File: src/rtl/keccak_mask_ctrl.sv
// keccak_mask_ctrl
// Initiator-side controller for the masked Keccak-f[200] core. It takes an
// unmasked state, splits it into D+1 Boolean shares, runs the core through
// its reset/load sequence, waits for the core's Ready rising edge, and
// returns the recombined (unmasked) result.
//
// Ports:
//   clk, rst_n   system clock (rising edge), asynchronous active-low reset
//   in_valid     in_data valid
//   in_ready     controller can accept a new state
//   in_data      unmasked input state (W bits)
//   mask_rand    fresh randomness for share generation (D*W bits)
//   core_reset   drives the core's active-high reset
//   core_in      shares to the core, share i at [i*W +: W]
//   core_ready   Ready from the core
//   core_out     output shares from the core, share i at [i*W +: W]
//   out_valid    out_data valid
//   out_ready    consumer accepts out_data
//   out_data     unmasked result (W bits)
//   error        sticky timeout flag, cleared only by rst_n

module keccak_mask_ctrl #(
    parameter int D       = 1,
    parameter int W       = 200,
    parameter int RST_CYC = 2,
    parameter int TIMEOUT = 64
) (
    input  logic               clk,
    input  logic               rst_n,
    input  logic               in_valid,
    output logic               in_ready,
    input  logic [W-1:0]       in_data,
    input  logic [D*W-1:0]     mask_rand,
    output logic               core_reset,
    output logic [(D+1)*W-1:0] core_in,
    input  logic               core_ready,
    input  logic [(D+1)*W-1:0] core_out,
    output logic               out_valid,
    input  logic               out_ready,
    output logic [W-1:0]       out_data,
    output logic               error
);

    localparam int CNT_MAX = (RST_CYC > TIMEOUT) ? RST_CYC : TIMEOUT;
    localparam int CW      = $clog2(CNT_MAX + 1);

    typedef enum logic [1:0] {
        IDLE,
        LOAD,
        RUN,
        OUT
    } state_t;

    state_t               state, state_n;
    logic [CW-1:0]        cnt, cnt_n;
    logic                 ready_q;
    logic                 in_ready_n;
    logic                 core_reset_n;
    logic [(D+1)*W-1:0]   core_in_n;
    logic                 out_valid_n;
    logic [W-1:0]         out_data_n;
    logic                 error_n;

    logic [W-1:0]         last_share;
    logic [W-1:0]         out_xor;
    logic                 ready_rise;

    // The last share carries the data: in_data XOR every mask word, so the
    // XOR of all D+1 shares equals in_data. The unmasked value itself is
    // never registered.
    always_comb begin
        last_share = in_data;
        for (int i = 0; i < D; i++) begin
            last_share = last_share ^ mask_rand[i*W +: W];
        end
    end

    always_comb begin
        out_xor = '0;
        for (int i = 0; i <= D; i++) begin
            out_xor = out_xor ^ core_out[i*W +: W];
        end
    end

    // A Ready that is already high when RUN is entered must not count, so
    // only a 0->1 transition against the registered copy is accepted.
    assign ready_rise = core_ready & ~ready_q;

    always_ff @(posedge clk or negedge rst_n) begin
        if (!rst_n) begin
            state      <= IDLE;
            cnt        <= '0;
            ready_q    <= 1'b0;
            in_ready   <= 1'b0;
            core_reset <= 1'b1;
            core_in    <= '0;
            out_valid  <= 1'b0;
            out_data   <= '0;
            error      <= 1'b0;
        end else begin
            state      <= state_n;
            cnt        <= cnt_n;
            ready_q    <= core_ready;
            in_ready   <= in_ready_n;
            core_reset <= core_reset_n;
            core_in    <= core_in_n;
            out_valid  <= out_valid_n;
            out_data   <= out_data_n;
            error      <= error_n;
        end
    end

    always_comb begin
        state_n      = state;
        cnt_n        = cnt;
        in_ready_n   = in_ready;
        core_reset_n = core_reset;
        core_in_n    = core_in;
        out_valid_n  = out_valid;
        out_data_n   = out_data;
        error_n      = error;

        case (state)
            IDLE: begin
                core_reset_n = 1'b1;
                in_ready_n   = 1'b1;
                if (in_valid && in_ready) begin
                    core_in_n  = {last_share, mask_rand};
                    in_ready_n = 1'b0;
                    cnt_n      = '0;
                    state_n    = LOAD;
                end
            end

            // Core reset already high on entry; hold it RST_CYC cycles in total.
            LOAD: begin
                if (cnt == CW'(RST_CYC - 1)) begin
                    core_reset_n = 1'b0;
                    cnt_n        = '0;
                    state_n      = RUN;
                end else begin
                    cnt_n = cnt + CW'(1);
                end
            end

            RUN: begin
                if (ready_rise) begin
                    out_data_n  = out_xor;
                    out_valid_n = 1'b1;
                    state_n     = OUT;
                end else if (cnt == CW'(TIMEOUT - 1)) begin
                    error_n      = 1'b1;
                    core_reset_n = 1'b1;
                    core_in_n    = '0;
                    in_ready_n   = 1'b1;
                    cnt_n        = '0;
                    state_n      = IDLE;
                end else begin
                    cnt_n = cnt + CW'(1);
                end
            end

            OUT: begin
                if (out_valid && out_ready) begin
                    out_valid_n  = 1'b0;
                    core_reset_n = 1'b1;
                    core_in_n    = '0;
                    in_ready_n   = 1'b1;
                    state_n      = IDLE;
                end
            end

            default: begin
                state_n = IDLE;
            end
        endcase
    end

endmodule

File: config.mk
export PLATFORM = sky130hd
export DESIGN_NAME = keccak_mask_ctrl
export DESIGN_NICKNAME = d
export VERILOG_FILES = /design/src/rtl/keccak_mask_ctrl.sv
export SDC_FILE = /design/constraint.sdc
export NUM_CORES = 1
export LEC_CHECK = 0
export CAP_MARGIN = 10
export CORE_AREA = 3 3 546 548
export CTS_CLUSTER_SIZE = 28
export DETAILED_ROUTE_END_ITERATION = 6
export DIE_AREA = 0 0 549 551
export SLEW_MARGIN = 20
export SYNTH_ARGS = -nofsm -noshare
export SYNTH_HDL_FRONTEND = slang
export SYNTH_SLANG_ARGS = --single-unit
export TNS_END_PERCENT = 10
File: constraint.sdc
create_clock -name clk -period 2.3 [get_ports clk]
set_input_delay 0.23 -clock clk [delete_from_list [all_inputs] [get_ports clk]]
set_output_delay 0.23 -clock clk [all_outputs]
set_load 0.005 [all_outputs]
Yosys cells after proc, flatten, opt, wreduce, memory -nomap -nowiden

Index checks and enable logic that the tools add are counted.

Add/sub/neg operators: 1
Bitwise gates (word level): 5
Multiplexer cells: 26
Reduce and logical (&&, ||, !) cells: 14
Eq/ne operators: 12

Operators by type and width:

| cell                                           | number |
|---|---|
| two-way mux 400 bit                            | 4 |
| case mux 400 bit (3 select lines)              | 1 |
| bitwise XOR 200 bit                            | 2 |
| two-way mux 7 bit                              | 4 |
| case mux 7 bit (3 select lines)                | 1 |
| inequality test 2 bit (second input constant)  | 6 |
| AND reduction 4 bit                            | 3 |
| two-way mux 2 bit                              | 5 |
| AND reduction 3 bit                            | 3 |
| case mux 2 bit (4 select lines)                | 1 |
| adder 7 x 1 -> 7 bit (second input constant)   | 1 |
| == test 7 x 1 -> 1 bit (second input constant) | 1 |
| == test 7 x 6 -> 1 bit (second input constant) | 1 |
| two-way mux 1 bit                              | 7 |
| nonzero test 3 bit                             | 2 |
| AND reduction 5 bit                            | 1 |
| == test 2 bit (second input constant)          | 2 |
| case mux 1 bit (4 select lines)                | 1 |
| inequality test 3 bit (second input constant)  | 1 |
| case mux 1 bit (3 select lines)                | 1 |
| == test 2 x 1 -> 1 bit (second input constant) | 1 |
| logical AND 1 bit                              | 2 |
| logical NOT 2 bit                              | 1 |
| inverter 1 bit                                 | 2 |
| other kinds (4)                                | 4 |

Flip-flop bits (word level): 614
Bits of input ports: 805
Word-level logic and storage cells: 67
Output and inout bits: 604

Logic depth before layout (Yosys ltp)

Gate-level depths: netlist of run 1.

Depth after elaboration: 4
Depth in mapped cells: 11
Gate-level depth less buffers: 7

Worst setup path after synthesis of run 1

Ideal clock, no wire load.

Path kind: flip-flop to flip-flop
Start point: register state[1]
End point: register core_in[225]
Setup time: 93 ps
Clock period less this slack: 2,435 ps
Arrival time: 2,342 ps
Path buffers: 5
Required time: 2,207 ps
Stages on the path, launching flop included: 11
Setup slack: -135 ps
Cells stage by stage: dfrtp_1 inv_1 clkbuf_1 ha_1 and2_1 or4_4 buf_6 buf_8 buf_8 buf_8 o31ai_2

Longest elaborated chain between the ends: 3
Elaborated cells on any way between the ends: 10
Those cells by class: eq/ne (6); mux (1); reduce/logical (3)

RTL lines:

| what                                                                  | line | text |
|---|---|---|
| from (decl)                                                           | 54   | `state_t state, state_n;` |
| from (signal assigned)                                                | 101  | `state <= state_n;` |
| == test 2 bit or logical NOT 2 bit (tied branches)                    | 123  | `case (state)` |
| inequality test 2 bit (no line) or nonzero test 3 bit (tied branches) | n/a  |  |
| AND reduction 5 bit (no line)                                         | n/a  |  |
| to (signal assigned)                                                  | 106  | `core_in <= core_in_n;` |
| to (decl)                                                             | 35   | `output logic [(D+1)*W-1:0] core_in,` |

Parallel ways exist; a longest one is shown, timed or not.
A chain may end at the register's enable or synchronous reset.

Worst setup path after layout of run 1

Start point: register cnt[1]
End point: register core_in[336]

Longest elaborated chain between the ends: 3

RTL lines:

| what                            | line | text |
|---|---|---|
| from (decl)                     | 55   | `logic [CW-1:0] cnt, cnt_n;` |
| from (signal assigned)          | 102  | `cnt <= cnt_n;` |
| == test 7 x 6 -> 1 bit          | 151  | `end else if (cnt == CW'(TIMEOUT - 1)) begin` |
| inequality test 2 bit (no line) | n/a  |  |
| AND reduction 5 bit (no line)   | n/a  |  |

Every way passes these cells.

==> results of run 1 <==
stage by stage:
| stage | util | hold slack [ns] | total power, W | worst slack, ns |
|---|---|---|---|---|
| after CTS | 0.173 | 0.000887 | 0.0296 | -0.0983 |
| final | 0.174 | 0.0899 | 0.0289 | -0.0804 |
| after global placement | 0.160 | 0.224 | 0.0157 | -0.417 |
| after global routing | 0.174 | 0.0371 | 0.0301 | -0.167 |
| after floorplan | - | -0.0656 | 0.0123 | 0.0167 |
| after detailed placement | 0.160 | 0.226 | 0.0157 | -0.445 |
what timing repair did:
item                                    4_1_cts  5_1_grt
hold buffers                                 43        0
hold endpoints to repair                    430        0
endpoints found under the setup margin      346      375
pin swaps                                    13       12
setup buffers                                 2        2
resized for setup                            61       64
cloned                                        9        0
cell usage after synthesis, types with 2 or more instances:
library cell	number	area, µm²
o21ai_0	317	1590
a22o_1	6	52.6
o211ai_1	2	15.0
o21ai_1	87	435
clkbuf_1	96	360
buf_6	2	22.5
inv_1	8	30.0
buf_2	36	180
o31ai_2	200	2500
nor2_1	5	18.8
nor4_1	3	18.8
dlygate4sd1_1	11	96.3
dfrtp_1	613	15300
nor2b_1	4	25.0
buf_4	11	82.6
a21oi_1	4	20.0
or2_2	2	12.5
ha_1	8	100
buf_8	21	315
xnor2_1	400	3500
nand2_1	809	3040
and3_1	2	12.5
logic make-up (layout without fill, tap and decap cells):
kind of cell	after synthesis	count (layout)	synth area share
AND/OR/NAND/NOR	833	833	0.114
AO/OA/AOI/OAI	625	625	0.168
other	0	77	0
adder cells (fa/ha/maj)	8	8	0.00358
XOR/XNOR	400	400	0.125
buffers and inverters	186	1719	0.0396
flip-flops	614	614	0.550
multiplexers	1	1	0.000358
registers in the layout, indices dropped and copies added, names as in the netlist:
register    cells
cnt             7
core_in       400
core_reset      1
error           1
in_ready        1
out_data      200
out_valid       1
ready_q         1
state           2
layout by cell type, fill, tap and decap left out, drive strengths merged, types with 4 or more instances in the layout:
cell / n
a21oi: 4
a22o: 6
buf: 122
bufinv: 8
clkbuf: 110
clkdlybuf4s50: 1376
clkinv: 16
dfrtp: 613
diode: 77
dlygate4sd2: 26
dlygate4sd3: 41
ha: 8
inv: 14
nand2: 809
nor2: 5
nor2b: 4
o21ai: 404
o31ai: 201
xnor2: 400
path summary, 6_finish.rpt:
kind | endpoint | slack, ns | cells past startpoint | startpoint
min in group asynchronous | core_in[349] | 0.28 | 3 | rst_n
hold reg to reg | out_data[118] | 0.48 | 2 | out_data[118]
setup / recovery | core_in[336] | -0.08 | 7 | cnt[1]
hold / removal | core_in[72] | 0.09 | 3 | mask_rand[72]
setup reg to reg | core_in[336] | -0.08 | 7 | cnt[1]
max in group asynchronous | out_data[130] | 1.41 | 4 | rst_n
routing by layer:
layer  routed length [µm]  GRT usage  vias to the layer above
li1                     -          -                    11900
met1                79100      0.149                    12500
met2                99700      0.225                     1463
met3                25400     0.0684                      533
met4                13100     0.0707                      154
met5                 1050          0                        -
worst max-delay path, cell delays in order, from the launching register on:
cell and delay [ns]:
dfrtp_1 0.39, ha_4 0.15, and4_4 0.25, a31oi_4 0.09, or4_4 0.59, buf_16 0.23, buf_12 0.25, o31ai_2 0.29
area by class of cell:
type / count / area [µm²] / area share
antenna: 77 / 193 / 0.00378
clock buffer: 110 / 2320 / 0.0454
clock inverter: 33 / 432 / 0.00846
inverter: 8 / 37.5 / 0.000736
multi-input combinational: 1867 / 11700 / 0.229
sequential: 614 / 15400 / 0.301
tap: 3919 / 4900 / 0.0961
timing repair buffer: 1568 / 16100 / 0.315
power groups by stage:
stage                     Clock (W)  Sequential, W  Combinational (W)
final                        0.0134         0.0113            0.00425
after global routing         0.0143         0.0113            0.00453
after CTS                    0.0140         0.0113            0.00436
after detailed placement          0         0.0115            0.00425
after global placement            0         0.0114            0.00424
after floorplan                   0         0.0114           0.000900
==> reports/results.ini, run 1 <==
[timing]
setup_tns_ns = -4.30
layout_setup_ws_ns = -0.0804
clock_skew_ns = 0.0430
max_freq_ghz = 0.420
grt_setup_unrepaired = true
timing.final.crit_share = 1.03
setup_viol = 145
hold_viol = 0
final-max-slew-violation-count = 0
tightest_slew_ns = 0.760
slew_headroom = 0.493
period_needed_ns = 2.38

[routing]
drc_errors = 0
via_per_inst = 3.24
firstDrtPassIters = 5
drt_iter0_markers = 1682
num_vias = 26600
post_drt_wl_per_cell_um = 26.6
postRouteAntennaNets = 0
drt_wl_total_um = 218000

[place]
port_buffers = 1408
routabilityCongestion = 0.970
placed_area_um2 = 47100
dp_hpwl_um = 188000
dp_cells = 7920

[clocking]
clock_path_buffers = 4
root_buffer = clkbuf_16
cts_num_sinks = 614
cts_tree = done
clk_pin_slew_ns = 0.06
h-tree-depth = 3
clkLatencyLatePin_ns = 0.79
numCtsBuffers = 82

[global_routing]
antenna_found_initial = 238
grt_pass1_wl_um = 275000
grt_pass1_vias = 27000
overflow = 0
grt_max_degree = 96
grt_use_total = 0.138

[yosys]
async_flop_share = 1.00
synth-warning-count = 0
synth_area_um2 = 28000
ys_seq_elements = 614
synth_edf_count = 0
synth_fp_nets = 3480
ys_seq_area_frac = 0.550
ys_types = 42
synth_ff_type = dfrtp_1
avgSynthCellArea_um2 = 10.5
netlist_instances = 2667

[power]
p_leak_nw = 20.3
p_seq_frac = 0.390
clkPwrFrac = 0.463
p_int_w = 0.0214
switching_share = 0.261
peakVddDrop_mv = 0.453
switchingPower_w = 0.00753
pwr_density_cell_nw_per_um2 = 566
combPwrFrac = 0.147

[layout]
drive_above_1_share = 0.115
fin_area_um2 = 51000
final_net_count = 4954
syn_to_final_growth_pct = 82.5
fin_cells = 8196
nFillCells = 32500

[floorplanning]
num_io_pins = 1409
die_h_um = 551
die_x_um = 549
coreArea_um2 = 294000
num_rows = 199
initial_core_util = 0.0952
die_area_um2 = 302000

[run_status]
violations = setup timing
status = complete, but fails checks

[setup_path]
critPathLaunchType = flip-flop
crit_type = reg2reg
critPathCaptureType = flip-flop
cp.required_ns = 2.97
crit_arrival_ns = 3.05
crit_fanout = 61

[run]
drv_cap = 0

[hold_path]
hold_path.class = in2reg

Power figures use the tool's default switching activity.
==> run 2: changes to the inputs <==
Settings changed: SETUP_SLACK_MARGIN from default to 0.05.
==> run 2 against run 1 <==
- the flow still finishes with violations (setup timing)
- setup slack worse by 0.14 ns
- cell area is 0.94% lower
- sequential power hardly changed
- clock skew is 0.022 ns higher
- combinational power hardly changed
- critical path type is now in2reg
==> reports/results.ini, run 2 (synthesized netlist as in run 1, its figures left out) <==
[place]
placed_area_um2 = 47100  ; about the same
dp_slack_ns = -0.210  ; was -0.445 ns
port_buffers = 1408  ; unchanged
dp_hpwl_um = 171000  ; was 188000 µm
routabilityCongestion = 0.982  ; was 0.970

[layout]
reg_top3 = core_in: 400 flops, out_data: 200 flops, cnt: 7 flops  ; unchanged
syn_to_final_growth_pct = 80.8  ; was 82.5%
final_net_count = 4947  ; was 4954
multi_input_area_um2 = 11600  ; was 11700 µm²
fin_area_um2 = 50500  ; was 51000 µm²
final_cell_mix = clkdlybuf4s50_1 (1365), nand2_1 (806), dfrtp_1 (613)  ; was clkdlybuf4s50_1 (1376), nand2_1 (796), dfrtp_1 (611)
utilization = 0.172  ; was 0.174
largest_reg_flops = 400  ; unchanged
seq_area_um2 = 15400  ; about the same
final_common_cell = clkdlybuf4s50_1  ; unchanged
nFillCells = 32400  ; was 32500
regMostFlops = core_in  ; unchanged
drive_above_1_share = 0.113  ; was 0.115

[setup_path]
critPathCaptureType = flip-flop  ; unchanged
cp-endpoint = core_in[225]  ; was core_in[336]
r2r_start = state[1]  ; was cnt[1]
reg2reg_depth = 7  ; unchanged
crit_arrival_ns = 3.19  ; was 3.05 ns
r2r_setup_slack_ns = -0.13  ; was -0.08 ns
critPathLaunchType = input pin  ; was flip-flop
crit_fanout = 55  ; was 61
crit_path_start = core_ready  ; was cnt[1]
worstReg2RegEnd = core_in[225]  ; was core_in[336]
crit_type = in2reg  ; was reg2reg
cp.required_ns = 2.97  ; about the same

[routing]
firstDrtPassIters = 5  ; unchanged
post_drt_wl_per_cell_um = 24.3  ; was 26.6 µm
drt_wl_total_um = 198000  ; was 218000 µm
drc_errors = 0  ; unchanged
postRouteAntennaNets = 0  ; unchanged
via_per_inst = 3.24  ; about the same
drt_iter0_markers = 1756  ; was 1682
num_vias = 26400  ; was 26600

[timing]
slew_headroom = 0.406  ; was 0.493
setup_viol = 376  ; was 145
final-max-slew-violation-count = 0  ; unchanged
hold_viol = 0  ; unchanged
period_needed_ns = 2.52  ; was 2.38 ns
timing.final.crit_share = 1.10  ; was 1.03
tightest_slew_ns = 0.890  ; was 0.760 ns
layout_setup_ws_ns = -0.222  ; was -0.0804 ns
grt_setup_unrepaired = true  ; unchanged
clock_skew_ns = 0.0652  ; was 0.0430 ns
whs_ns = 0.0837  ; was 0.0899 ns
max_freq_ghz = 0.397  ; was 0.420 GHz
setup_tns_ns = -41.41  ; was -4.30 ns

[clocking]
root_buffer = clkbuf_16  ; unchanged
h-tree-depth = 3  ; unchanged
cts_num_sinks = 614  ; unchanged
clk_pin_slew_ns = 0.06  ; about the same
numCtsBuffers = 81  ; was 82
cts_tree = done  ; unchanged
clkLatencyLatePin_ns = 0.78  ; was 0.79 ns
clock_path_buffers = 4  ; unchanged

[power]
p_seq_frac = 0.397  ; was 0.390
switchingPower_w = 0.00750  ; was 0.00753 W
p_int_w = 0.0209  ; was 0.0214 W
p_leak_nw = 20.2  ; was 20.3 nW
pwr_density_cell_nw_per_um2 = 562  ; was 566 nW/µm²
switching_share = 0.264  ; was 0.261
combPwrFrac = 0.149  ; was 0.147
peakVddDrop_mv = 0.424  ; was 0.453 mV
clkPwrFrac = 0.454  ; was 0.463

[hold_path]
hold_path.class = in2reg  ; unchanged

[global_routing]
overflow = 0  ; unchanged
antenna_found_initial = 147  ; was 238
grt_pass1_vias = 26300  ; was 27000
grt_pass1_wl_um = 251000  ; was 275000 µm
grt_max_degree = 89  ; was 96
grt_use_total = 0.124  ; was 0.138

[floorplanning]
die_x_um = 549  ; unchanged
die_area_um2 = 302000  ; unchanged
initial_core_util = 0.0952  ; unchanged
coreArea_um2 = 294000  ; unchanged
die_h_um = 551  ; unchanged
num_rows = 199  ; unchanged
num_io_pins = 1409  ; unchanged

[run_status]
status = complete, but fails checks  ; unchanged
violations = setup timing  ; unchanged

[run]
drv_cap = 0  ; unchanged

run 2: per-stage QoR:
| stage | instances | power, W |
|---|---|---|
| 3_3_place_gp | 7930 | 0.0157 |
| 4_1_cts | 8110 | 0.0291 |
| 2_1_floorplan | 2667 | 0.0123 |
| 3_5_place_dp | 7930 | 0.0158 |
| 6_report | 8147 | 0.0284 |
| 5_1_grt | 8133 | 0.0296 |
run 2: power groups by stage:
stage	sequential (W)	combinational (W)	clock [W]
finish	0.0113	0.00425	0.0129
global route	0.0113	0.00451	0.0138
CTS	0.0113	0.00435	0.0135
detailed placement	0.0115	0.00429	0
global placement	0.0115	0.00427	0
floorplan	0.0114	0.000900	0
run 2: worst min path at each step:
| stage | startpoint | end | cells after the start |
|---|---|---|---|
| floorplan | rst_n | cnt[0] | 0 |
| global placement | rst_n | core_in[90] | 1 |
| detailed placement | rst_n | core_in[90] | 1 |
| CTS | core_out[327] | out_data[127] | 3 |
| global route | mask_rand[174] | core_in[174] | 3 |
| finish | mask_rand[174] | core_in[174] | 3 |
run 2: cell type report:
type                       count  share of cell area
inverter                       8            0.000743
timing repair buffer        1562               0.315
multi-input combinational   1867               0.229
sequential                   614               0.304
antenna                       34             0.00168
clock inverter                28             0.00609
clock buffer                 115              0.0464
tap                         3919              0.0970
run 2: critical path, stage by stage:
cell             delay, ns
dlygate4sd3_1         0.64
clkdlybuf4s50_1       0.50
or2b_1                0.24
a31oi_2               0.11
or4_4                 0.59
buf_16                0.22
buf_12                0.27
o31ai_2               0.25
run 2: per-layer routing:
metal	part of all wire	up-vias	track usage	routed length, µm
li1	-	11800	-	-
met5	0.0039	-	0.00532	769
met2	0.48	1471	0.211	94000
met4	0.059	82	0.0602	11800
met3	0.096	468	0.0496	19000
met1	0.37	12600	0.133	72200
run 2: repair_timing:
| action | in CTS | in global routing |
|---|---|---|
| gates cloned | 4 | 1 |
| hold buffers | 30 | 0 |
| setup endpoints to repair | 436 | 399 |
| endpoints found under the hold margin | 154 | 0 |
| resized for setup | 64 | 45 |
| setup buffers | 3 | 2 |
| pin swaps | 2 | 0 |
==> run 3: changes to the inputs <==
Settings changed: CORE_AREA 3 3 546 548 to 2 2 545 547, DIE_AREA 0 0 549 551 to 0 0 547 549.
==> run 3 against run 2 <==
- global-route usage shrank 0.26 points
- cell count is essentially flat
- fmax grew 3.7%
- the flow still finishes with violations (setup timing)
- sequential power is essentially flat
- core utilization shrank 0.16 points
- critical path depth shrank 1
- routed wire length shrank 3.1%
- setup slack gained 0.089 ns
- total power shrank 0.68%
- register-to-register slack is essentially flat
- critical path type is now reg2reg
- combinational power is essentially flat
- via count shrank 1.2%
- largest cell class unchanged
==> reports/results.ini, run 3 (synthesized netlist as in run 1, its figures left out) <==
[layout]
fin_area_um2 = 50300  ; was 50500 µm²
largest_reg_flops = 400  ; unchanged
final_common_cell = clkdlybuf4s50_1  ; unchanged
final_cell_mix = clkdlybuf4s50_1 (1375), nand2_1 (808), dfrtp_1 (612)  ; was clkdlybuf4s50_1 (1365), nand2_1 (806), dfrtp_1 (613)
utilization = 0.171  ; was 0.172
regMostFlops = core_in  ; unchanged
fin_cells = 8148  ; was 8147
final_net_count = 4929  ; was 4947
reg_top3 = core_in: 400 flops, out_data: 200 flops, cnt: 7 flops  ; unchanged
syn_to_final_growth_pct = 80.0  ; was 80.8%
drive_above_1_share = 0.112  ; was 0.113
nFillCells = 32600  ; was 32400

[clocking]
clkLatencyLatePin_ns = 0.80  ; was 0.78 ns
clk_pin_slew_ns = 0.06  ; about the same
clock_path_buffers = 4  ; unchanged
cts_num_sinks = 614  ; unchanged
cts_tree = done  ; unchanged
h-tree-depth = 3  ; unchanged
numCtsBuffers = 81  ; unchanged
root_buffer = clkbuf_16  ; unchanged

[timing]
final-max-slew-violation-count = 0  ; unchanged
setup_viol = 209  ; was 376
whs_ns = 0.0743  ; was 0.0837 ns
slew_headroom = 0.580  ; was 0.406
tightest_slew_ns = 0.625  ; was 0.890 ns
max_freq_ghz = 0.411  ; was 0.397 GHz
period_needed_ns = 2.43  ; was 2.52 ns
grt_setup_unrepaired = true  ; unchanged
hold_viol = 0  ; unchanged
clock_skew_ns = 0.0888  ; was 0.0652 ns
timing.final.crit_share = 1.06  ; was 1.10
layout_setup_ws_ns = -0.133  ; was -0.222 ns

[routing]
drc_errors = 0  ; unchanged
firstDrtPassIters = 5  ; unchanged
via_per_inst = 3.21  ; was 3.24
postRouteAntennaNets = 0  ; unchanged
drt_iter0_markers = 1613  ; was 1756
post_drt_wl_per_cell_um = 23.5  ; was 24.3 µm
num_vias = 26100  ; was 26400
drt_wl_total_um = 192000  ; was 198000 µm
wl_met1_um = 68500  ; was 72200 µm
top_layer = met5  ; unchanged
met3_length_um = 21500  ; was 19000 µm
route.met2.wl_um = 91000  ; was 94000 µm

[place]
routabilityCongestion = 0.956  ; was 0.982
placed_area_um2 = 47100  ; about the same
port_buffers = 1408  ; unchanged
dp_slack_ns = -0.140  ; was -0.210 ns
dp_hpwl_um = 165000  ; was 171000 µm
dp_cells = 7947  ; was 7930

[setup_path]
worst-path-buf-inv = 2  ; was 4
cp.required_ns = 2.95  ; was 2.97 ns
crit_fanout = 33  ; was 55
crit_slowest_cell = or4_4  ; was dlygate4sd3_1
crit_arrival_ns = 3.08  ; was 3.19 ns
critPathLaunchType = flip-flop  ; was input pin
path_cells = ha_4 -> and4_4 -> a31oi_4 -> or4_4 -> buf_12 -> clkbuf_16 -> o31ai_2  ; was dlygate4sd3_1 -> clkdlybuf4s50_1 -> or2b_1 -> a31oi_2 -> or4_4 -> buf_16 -> buf_12 -> o31ai_2
critPathCaptureType = flip-flop  ; unchanged
critPathMaxStageDelay_ns = 0.53  ; was 0.64 ns
path_delay_family = simple AND/OR/NAND/NOR gates  ; was buffers and inverters
crit_type = reg2reg  ; was in2reg

[floorplanning]
num_io_pins = 1409  ; unchanged
die_h_um = 549  ; was 551 µm
num_rows = 200  ; was 199
coreArea_um2 = 295000  ; was 294000 µm²
die_x_um = 547  ; was 549 µm
initial_core_util = 0.0948  ; was 0.0952
die_area_um2 = 300000  ; was 302000 µm²

[power]
pwr_density_cell_nw_per_um2 = 561  ; was 562 nW/µm²
peakVddDrop_mv = 0.483  ; was 0.424 mV
p_leak_nw = 20.0  ; was 20.2 nW

[run]
drv_cap = 0  ; unchanged

[hold_path]
hold_path.class = in2reg  ; unchanged

[global_routing]
grt_pass1_vias = 26000  ; was 26300
overflow = 0  ; unchanged
grt_use_total = 0.121  ; was 0.124
grt_max_degree = 91  ; was 89
grt_pass1_wl_um = 245000  ; was 251000 µm
antenna_found_initial = 144  ; was 147

[run_status]
status = complete, but fails checks  ; unchanged
violations = setup timing  ; unchanged

[run 3: changes by cell type in the layout (fill, tap and decap cells not counted), sizes merged, moves of 2 or more]
cell           change
clkbuf            +10
clkdlybuf4s50     +10
clkinv             -3
clkinvlp           -2
diode              +4
dlygate4sd2       -15
dlygate4sd3       -20
[run 3: area by class of cell]
type | count | area [µm²] | share of cell area
inverter | 8 | 37.5 | 0.000746
antenna | 38 | 95.1 | 0.00189
clock inverter | 22 | 267 | 0.00530
multi-input combinational | 1867 | 11600 | 0.230
timing repair buffer | 1544 | 15700 | 0.313
clock buffer | 116 | 2320 | 0.0461
sequential | 614 | 15400 | 0.305
tap | 3939 | 4930 | 0.0979
[run 3: path summary, 6_finish.rpt]
| kind | start | end | slack, ns | cells after the start |
|---|---|---|---|---|
| worst max-delay path | cnt[1] | core_in[222] | -0.13 | 7 |
| worst min-delay path | mask_rand[173] | core_in[173] | 0.07 | 3 |
| worst max register to register | cnt[1] | core_in[222] | -0.13 | 7 |
| worst min register to register | out_data[108] | out_data[108] | 0.47 | 2 |
| max in group asynchronous | rst_n | core_in[196] | 1.39 | 3 |
| min in group asynchronous | rst_n | out_data[183] | 0.22 | 3 |
[run 3: stage by stage]
stage	total power (W)	TNS (ns)
2_1_floorplan	0.0123	0
3_3_place_gp	0.0158	-4.55
3_5_place_dp	0.0158	-14.77
4_1_cts	0.0288	-12.33
5_1_grt	0.0294	-17.78
6_report	0.0282	-9.39
[run 3: worst min-delay path: stages]
cell and delay (ns):
clkdlybuf4s50_1 0.44, nand2_1 0.07, o21ai_0 0.07
[run 3: per-layer routing]
layer	vias up	GRT usage
met5	-	0
li1	11800	-
met1	12400	0.128
met4	92	0.0527
met2	1412	0.206
met3	422	0.0563
[run 3: repair_timing]
| action | CTS | global route |
|---|---|---|
| buffers inserted | 0 | 2 |
| hold buffers | 12 | 0 |
| pin swaps | 2 | 0 |
| cloned | 1 | 10 |
| resized for setup | 34 | 51 |
| setup endpoints to repair | 385 | 422 |
| hold endpoints to repair | 380 | 0 |
[run 3: report_power, final]
part           switching, W  internal (W)  total (W)
logic               0.00199       0.00225    0.00425
clock network       0.00524       0.00746     0.0127
registers          0.000201        0.0111     0.0113
total               0.00744        0.0208     0.0282
